<file path="src/rtl/ariane_axi_err_slave_pkg.sv">
// Shared AXI response codes, error-slave constants and FSM state types.
package ariane_axi_err_slave_pkg;

   localparam int unsigned LenWidth  = 8;
   localparam int unsigned RespWidth = 2;

   typedef enum logic [RespWidth-1:0] {
      RESP_OKAY   = 2'b00,
      RESP_EXOKAY = 2'b01,
      RESP_SLVERR = 2'b10,
      RESP_DECERR = 2'b11
   } axi_resp_e;

   // Recognisable pattern so software can spot reads that hit a hole.
   localparam logic [63:0] ErrSlaveData = 64'hBADC_AB1E_BADC_AB1E;

   typedef enum logic [1:0] {
      W_IDLE,
      W_DATA,
      W_RESP
   } w_state_e;

   typedef enum logic {
      R_IDLE,
      R_DATA
   } r_state_e;

endpackage

</file>
<file path="src/rtl/ariane_axi_err_slave.sv">
// AXI4 terminating responder for unmapped address ranges: accepts any burst,
// drains write data and answers every transaction with an error response.
module ariane_axi_err_slave
   import ariane_axi_err_slave_pkg::*;
#(
   parameter int unsigned          IdWidth   = 5,
   parameter int unsigned          DataWidth = 64,
   parameter axi_resp_e            Resp      = RESP_DECERR,
   parameter logic [DataWidth-1:0] RespData  = DataWidth'(ErrSlaveData)
) (
   input  logic                 clk_i,
   input  logic                 rst_ni,
   input  logic                 aw_valid_i,
   output logic                 aw_ready_o,
   input  logic [IdWidth-1:0]   aw_id_i,
   input  logic                 w_valid_i,
   output logic                 w_ready_o,
   input  logic                 w_last_i,
   output logic                 b_valid_o,
   input  logic                 b_ready_i,
   output logic [IdWidth-1:0]   b_id_o,
   output logic [RespWidth-1:0] b_resp_o,
   input  logic                 ar_valid_i,
   output logic                 ar_ready_o,
   input  logic [IdWidth-1:0]   ar_id_i,
   input  logic [LenWidth-1:0]  ar_len_i,
   output logic                 r_valid_o,
   input  logic                 r_ready_i,
   output logic [IdWidth-1:0]   r_id_o,
   output logic [DataWidth-1:0] r_data_o,
   output logic [RespWidth-1:0] r_resp_o,
   output logic                 r_last_o
);

   w_state_e              w_state_q;
   r_state_e              r_state_q;
   logic [IdWidth-1:0]    aw_id_q;
   logic [LenWidth-1:0]   r_cnt_q;

   // Write channel: take AW, swallow beats up to w_last, then hold B until accepted.
   always_ff @(posedge clk_i or negedge rst_ni) begin
      if (!rst_ni) begin
         w_state_q  <= W_IDLE;
         aw_ready_o <= 1'b1;
         w_ready_o  <= 1'b0;
         b_valid_o  <= 1'b0;
         b_id_o     <= '0;
         b_resp_o   <= '0;
         aw_id_q    <= '0;
      end else begin
         case (w_state_q)
            W_IDLE: begin
               if (aw_valid_i) begin
                  aw_id_q    <= aw_id_i;
                  aw_ready_o <= 1'b0;
                  w_ready_o  <= 1'b1;
                  w_state_q  <= W_DATA;
               end
            end
            W_DATA: begin
               if (w_valid_i && w_last_i) begin
                  w_ready_o <= 1'b0;
                  b_valid_o <= 1'b1;
                  b_id_o    <= aw_id_q;
                  b_resp_o  <= Resp;
                  w_state_q <= W_RESP;
               end
            end
            W_RESP: begin
               if (b_ready_i) begin
                  b_valid_o  <= 1'b0;
                  b_id_o     <= '0;
                  b_resp_o   <= '0;
                  aw_ready_o <= 1'b1;
                  w_state_q  <= W_IDLE;
               end
            end
            default: begin
               w_state_q <= W_IDLE;
            end
         endcase
      end
   end

   // Read channel: take AR, then stream len+1 constant error beats; counter never wraps.
   always_ff @(posedge clk_i or negedge rst_ni) begin
      if (!rst_ni) begin
         r_state_q  <= R_IDLE;
         ar_ready_o <= 1'b1;
         r_valid_o  <= 1'b0;
         r_id_o     <= '0;
         r_data_o   <= '0;
         r_resp_o   <= '0;
         r_last_o   <= 1'b0;
         r_cnt_q    <= '0;
      end else begin
         case (r_state_q)
            R_IDLE: begin
               if (ar_valid_i) begin
                  ar_ready_o <= 1'b0;
                  r_valid_o  <= 1'b1;
                  r_id_o     <= ar_id_i;
                  r_data_o   <= RespData;
                  r_resp_o   <= Resp;
                  r_last_o   <= (ar_len_i == LenWidth'(0));
                  r_cnt_q    <= ar_len_i;
                  r_state_q  <= R_DATA;
               end
            end
            R_DATA: begin
               if (r_ready_i) begin
                  if (r_cnt_q == LenWidth'(0)) begin
                     ar_ready_o <= 1'b1;
                     r_valid_o  <= 1'b0;
                     r_id_o     <= '0;
                     r_data_o   <= '0;
                     r_resp_o   <= '0;
                     r_last_o   <= 1'b0;
                     r_state_q  <= R_IDLE;
                  end else begin
                     r_cnt_q  <= r_cnt_q - LenWidth'(1);
                     r_last_o <= (r_cnt_q == LenWidth'(1));
                  end
               end
            end
            default: begin
               r_state_q <= R_IDLE;
            end
         endcase
      end
   end

endmodule

</file>
<file path="config.mk">
export PLATFORM = sky130hd
export DESIGN_NAME = ariane_axi_err_slave
export DESIGN_NICKNAME = d
export VERILOG_FILES = /design/src/rtl/ariane_axi_err_slave_pkg.sv /design/src/rtl/ariane_axi_err_slave.sv
export SDC_FILE = /design/constraint.sdc
export NUM_CORES = 1
export LEC_CHECK = 0
export ABC_AREA = 1
export CORE_MARGIN = 2
export CORE_UTILIZATION = 35
export CTS_BUF_LIST = sky130_fd_sc_hd__clkbuf_8
export CTS_CLUSTER_SIZE = 8
export DETAILED_ROUTE_END_ITERATION = 7
export PLACE_DENSITY_LB_ADDON = 0.2
export SETUP_SLACK_MARGIN = 0.05
export SYNTH_ARGS = -nofsm -noshare
export SYNTH_HDL_FRONTEND = slang
export SYNTH_SLANG_ARGS = --single-unit
</file>
<file path="constraint.sdc">
create_clock -name clk_i -period 1.3 [get_ports clk_i]
set_input_delay 0.26 -clock clk_i [delete_from_list [all_inputs] [get_ports clk_i]]
set_output_delay 0.26 -clock clk_i [all_outputs]
set_load 0.05 [all_outputs]
</file>
==> impl_metrics.csv <==
group,metric,value,unit
critical_path,slowest_stage,"dfrtp_4",
clocking,numCtsBuffers,5,
synth,seq_area_frac_synth,37.1,%
critical_path,crit_buf_inv,2,
critical_path,cp_slowest_stage_delay,0.53,ns
finish,fin_nets,380,
die,core,5960,um2
grt,grt_max_degree,33,
routing,avgViaCountPerCell,4.34,
synth,synth_top_cell_by_area,"dfrtp_1",
clocking,insertion_delay,0.28,ns
timing,final_max_slew_viol_count,0,
timing,min_period_over_period,111,%
grt,grt_antenna_before_repair,0,
critical_path,crit_fanout,16,
clocking,cts_tree,"yes",
routing,via_count,1852,
power_and_ir_drop,p_clk_share,7.5,%
timing,rsz0062_at_grt,"yes",
synth,synth_top_family_by_area,"buffers and inverters",
power_and_ir_drop,p_per_area,3170,nW/um2
routing,drt_iter0_markers,88,
synth,netlist_area,2160,um2
synth,syn-instance-count,275,
grt,grt_pass1_vias,1781,
critical_path,reg2reg_slack,-0.09,ns
critical_path,critPathKind,"reg2out",
clocking,cts_root_buf,"clkbuf_8",
routing,wl_per_cell,11.8,um
worst_hold_path,hold_class,"in2async",
critical_path,end_kind,"primary output",
synth,syn_area_per_cell,7.87,um2
synth,synth_top_area_share,34.7,%
synth,muxShareOfSynthArea,0,%
power_and_ir_drop,worst_ir_drop_vdd,0.00215,V
critical_path,setup.worst_path.start_class,"register",
finish,layout-drive-gt1-share,45.2,%
synth,ys_seq_elements,32,
timing,setup_ws,-0.137,ns
routing,ant_nets,0,
placed_design,gp_routability_congestion,0.798,
power_and_ir_drop,pwr-share-comb,77.4,%
die,dieWidth,82.6,um
critical_path,cp_common_cell,"buf_12",
finish,n_antenna_cell,0,
critical_path,cp.required,1.04,ns
timing,fin_hold_ws,0.338,ns
grt,grt_pass1_wl,7940,um
critical_path,reg2regPathDepth,10,
clocking,h-tree-depth,2,
die,num_io_pins,110,
die,die_area,6830,um2
synth,synth_adder_area_share,1.74,%
critical_path,r2r_end,"r_cnt_q[3]",
synth,yosysWarnings,0,
timing,hold_violations,0,
die,rows,28,
placed_design,hpwl,3860,um
synth,synthSimpleGateAreaFrac,25.7,%
timing,setup_viol,57,
power_and_ir_drop,seq_power_share,15.0,%
run_status,violations,"setup timing",
finish,fill_cells,480,
power_and_ir_drop,switching_share,48.3,%
routing,route.detailed.drc,0,
placed_design,numPortBuffers,83,
timing,fmax,696,MHz
power_and_ir_drop,p_int,0.00636,W
routing,drt_first_pass_iters,4,
finish,synthToLayoutAreaGrowth,79.2,%
finish,layout.cells.non_filler,427,
synth,synth_xor_area_share,0,%
clocking,clkTransAtPathRegs,0.07,ns
synth,ys_top_cells_by_area,"dfrtp_1 (35%), buf_4 (24%), nand2_1 (13%), nand3_1 (3.2%), nand2_2 (2.6%)",
clocking,clk_path_buf_depth,2,
routing,drt-total-wl,5060,um
synth,synth-compound-area-share,5.96,%
timing,setup_tns,-5.91,ns
placed_design,placed_cells,413,
power_and_ir_drop,p_switching,0.00594,W
critical_path,r2r_start,"r_cnt_q[1]",
timing,finalClockSkew,0.00903,ns
run_status,status,"finished with violations",
placed_design,dp_slack,-0.137,ns
die,fp.dieH,82.6,um
clocking,cts_sinks,32,
power_and_ir_drop,p_total,0.0123,W
grt,track_usage,15.2,%
synth,synthDistinctLibCells,26,
die,start_util,36.3,%
power_and_ir_drop,leakagePower,1.87,nW
critical_path,critPathTopFamily,"flip-flops",
timing,finalCriticalPeriod,1.44,ns
run,maxCapViolations,0,
critical_path,worstPathCellList,"buf_12 -> buf_12",
critical_path,cp.arrival,1.18,ns
grt,grt_overflow,0,
cell usage after synthesis, drive strengths merged:
master,count
a31oi,1
or2,1
o21ai,19
inv,23
a21oi,1
nor2,17
conb,1
nor3,1
nand2,86
buf,72
o31ai,1
nand4,1
nand3,16
dfstp,2
ha,3
dfrtp,30
worst max path at each step:
stage                     cells past startpoint           end   startpoint
after floorplan                              10    r_cnt_q[1]   r_cnt_q[0]
after global placement                        7     r_id_o[1]    r_ready_i
after detailed placement                      7     r_id_o[1]    r_ready_i
after CTS                                     2   r_resp_o[1]  r_resp_o[0]
after global routing                          2  r_data_o[57]  r_resp_o[0]
final                                         2   r_resp_o[1]  r_resp_o[0]
flip-flops by register name, summed over array words and instances, names as in the netlist:
name        count
w_ready_o       1
aw_id_q         5
w_state_q       2
r_id_o          5
b_resp_o        1
aw_ready_o      1
ar_ready_o      1
r_cnt_q         8
r_state_q       1
r_last_o        1
b_id_o          5
r_resp_o        1
cells in the final DEF (no fill, tap or decap), drive strengths merged:
master	instances
buf	91
o21ai	19
nor3	1
or2	1
nor2	17
nand4	1
clkdlybuf4s50	25
a31oi	1
ha	3
o31ai	1
bufinv	1
a21oi	1
dfstp	2
dfrtp	30
inv	24
clkinv	1
clkbuf	5
nand2	86
conb	26
nand3	16
area by class of cell:
cell class	instances	area, um2	share of cell area (%)
Clock buffer	5	68.8	1.78
Clock inverter	3	38.8	1.00
Inverter	23	98.8	2.55
Multi-Input combinational cell	173	991	25.6
Sequential cell	32	808	20.9
Tap cell	75	93.8	2.42
Timing Repair Buffer	116	1780	45.8
power by group through the flow:
stage | combinational, W | clock (W) | sequential (W)
4_1_cts | 0.00934 | 0.000947 | 0.00184
5_1_grt | 0.0100 | 0.000991 | 0.00191
3_3_place_gp | 0.00876 | 0 | 0.00186
6_report | 0.00953 | 0.000927 | 0.00185
3_5_place_dp | 0.00883 | 0 | 0.00187
2_1_floorplan | 0.00454 | 0 | 0.00248
metrics by stage:
step	instance area (um2)	utilization [%]
finish	3880	65.1
global route	3880	65.1
CTS	3780	63.5
detailed placement	3520	59.1
global placement	3520	59.1
floorplan	2270	-
layer usage:
layer,GRT usage [%],wire length (um),vias up
li1,-,-,911
met1,17.3,1920,849
met2,27.9,2640,86
met3,4.35,435,6
met4,3.77,55,0
met5,0,0,-
what timing repair did:
action,CTS,global route
cloned,1,0
buffers inserted,5,1
hold buffers,0,0
setup endpoints to repair,57,65
hold endpoints to repair,0,0
pin swaps,17,14
resized for setup,27,23
cell families after synthesis:
logic type      Yosys count
other cells               1
flops                    32
fa+ha+maj                 3
simple gates            122
compound gates           22
buf+inv                  95
(Power assumes the default switching activity.)
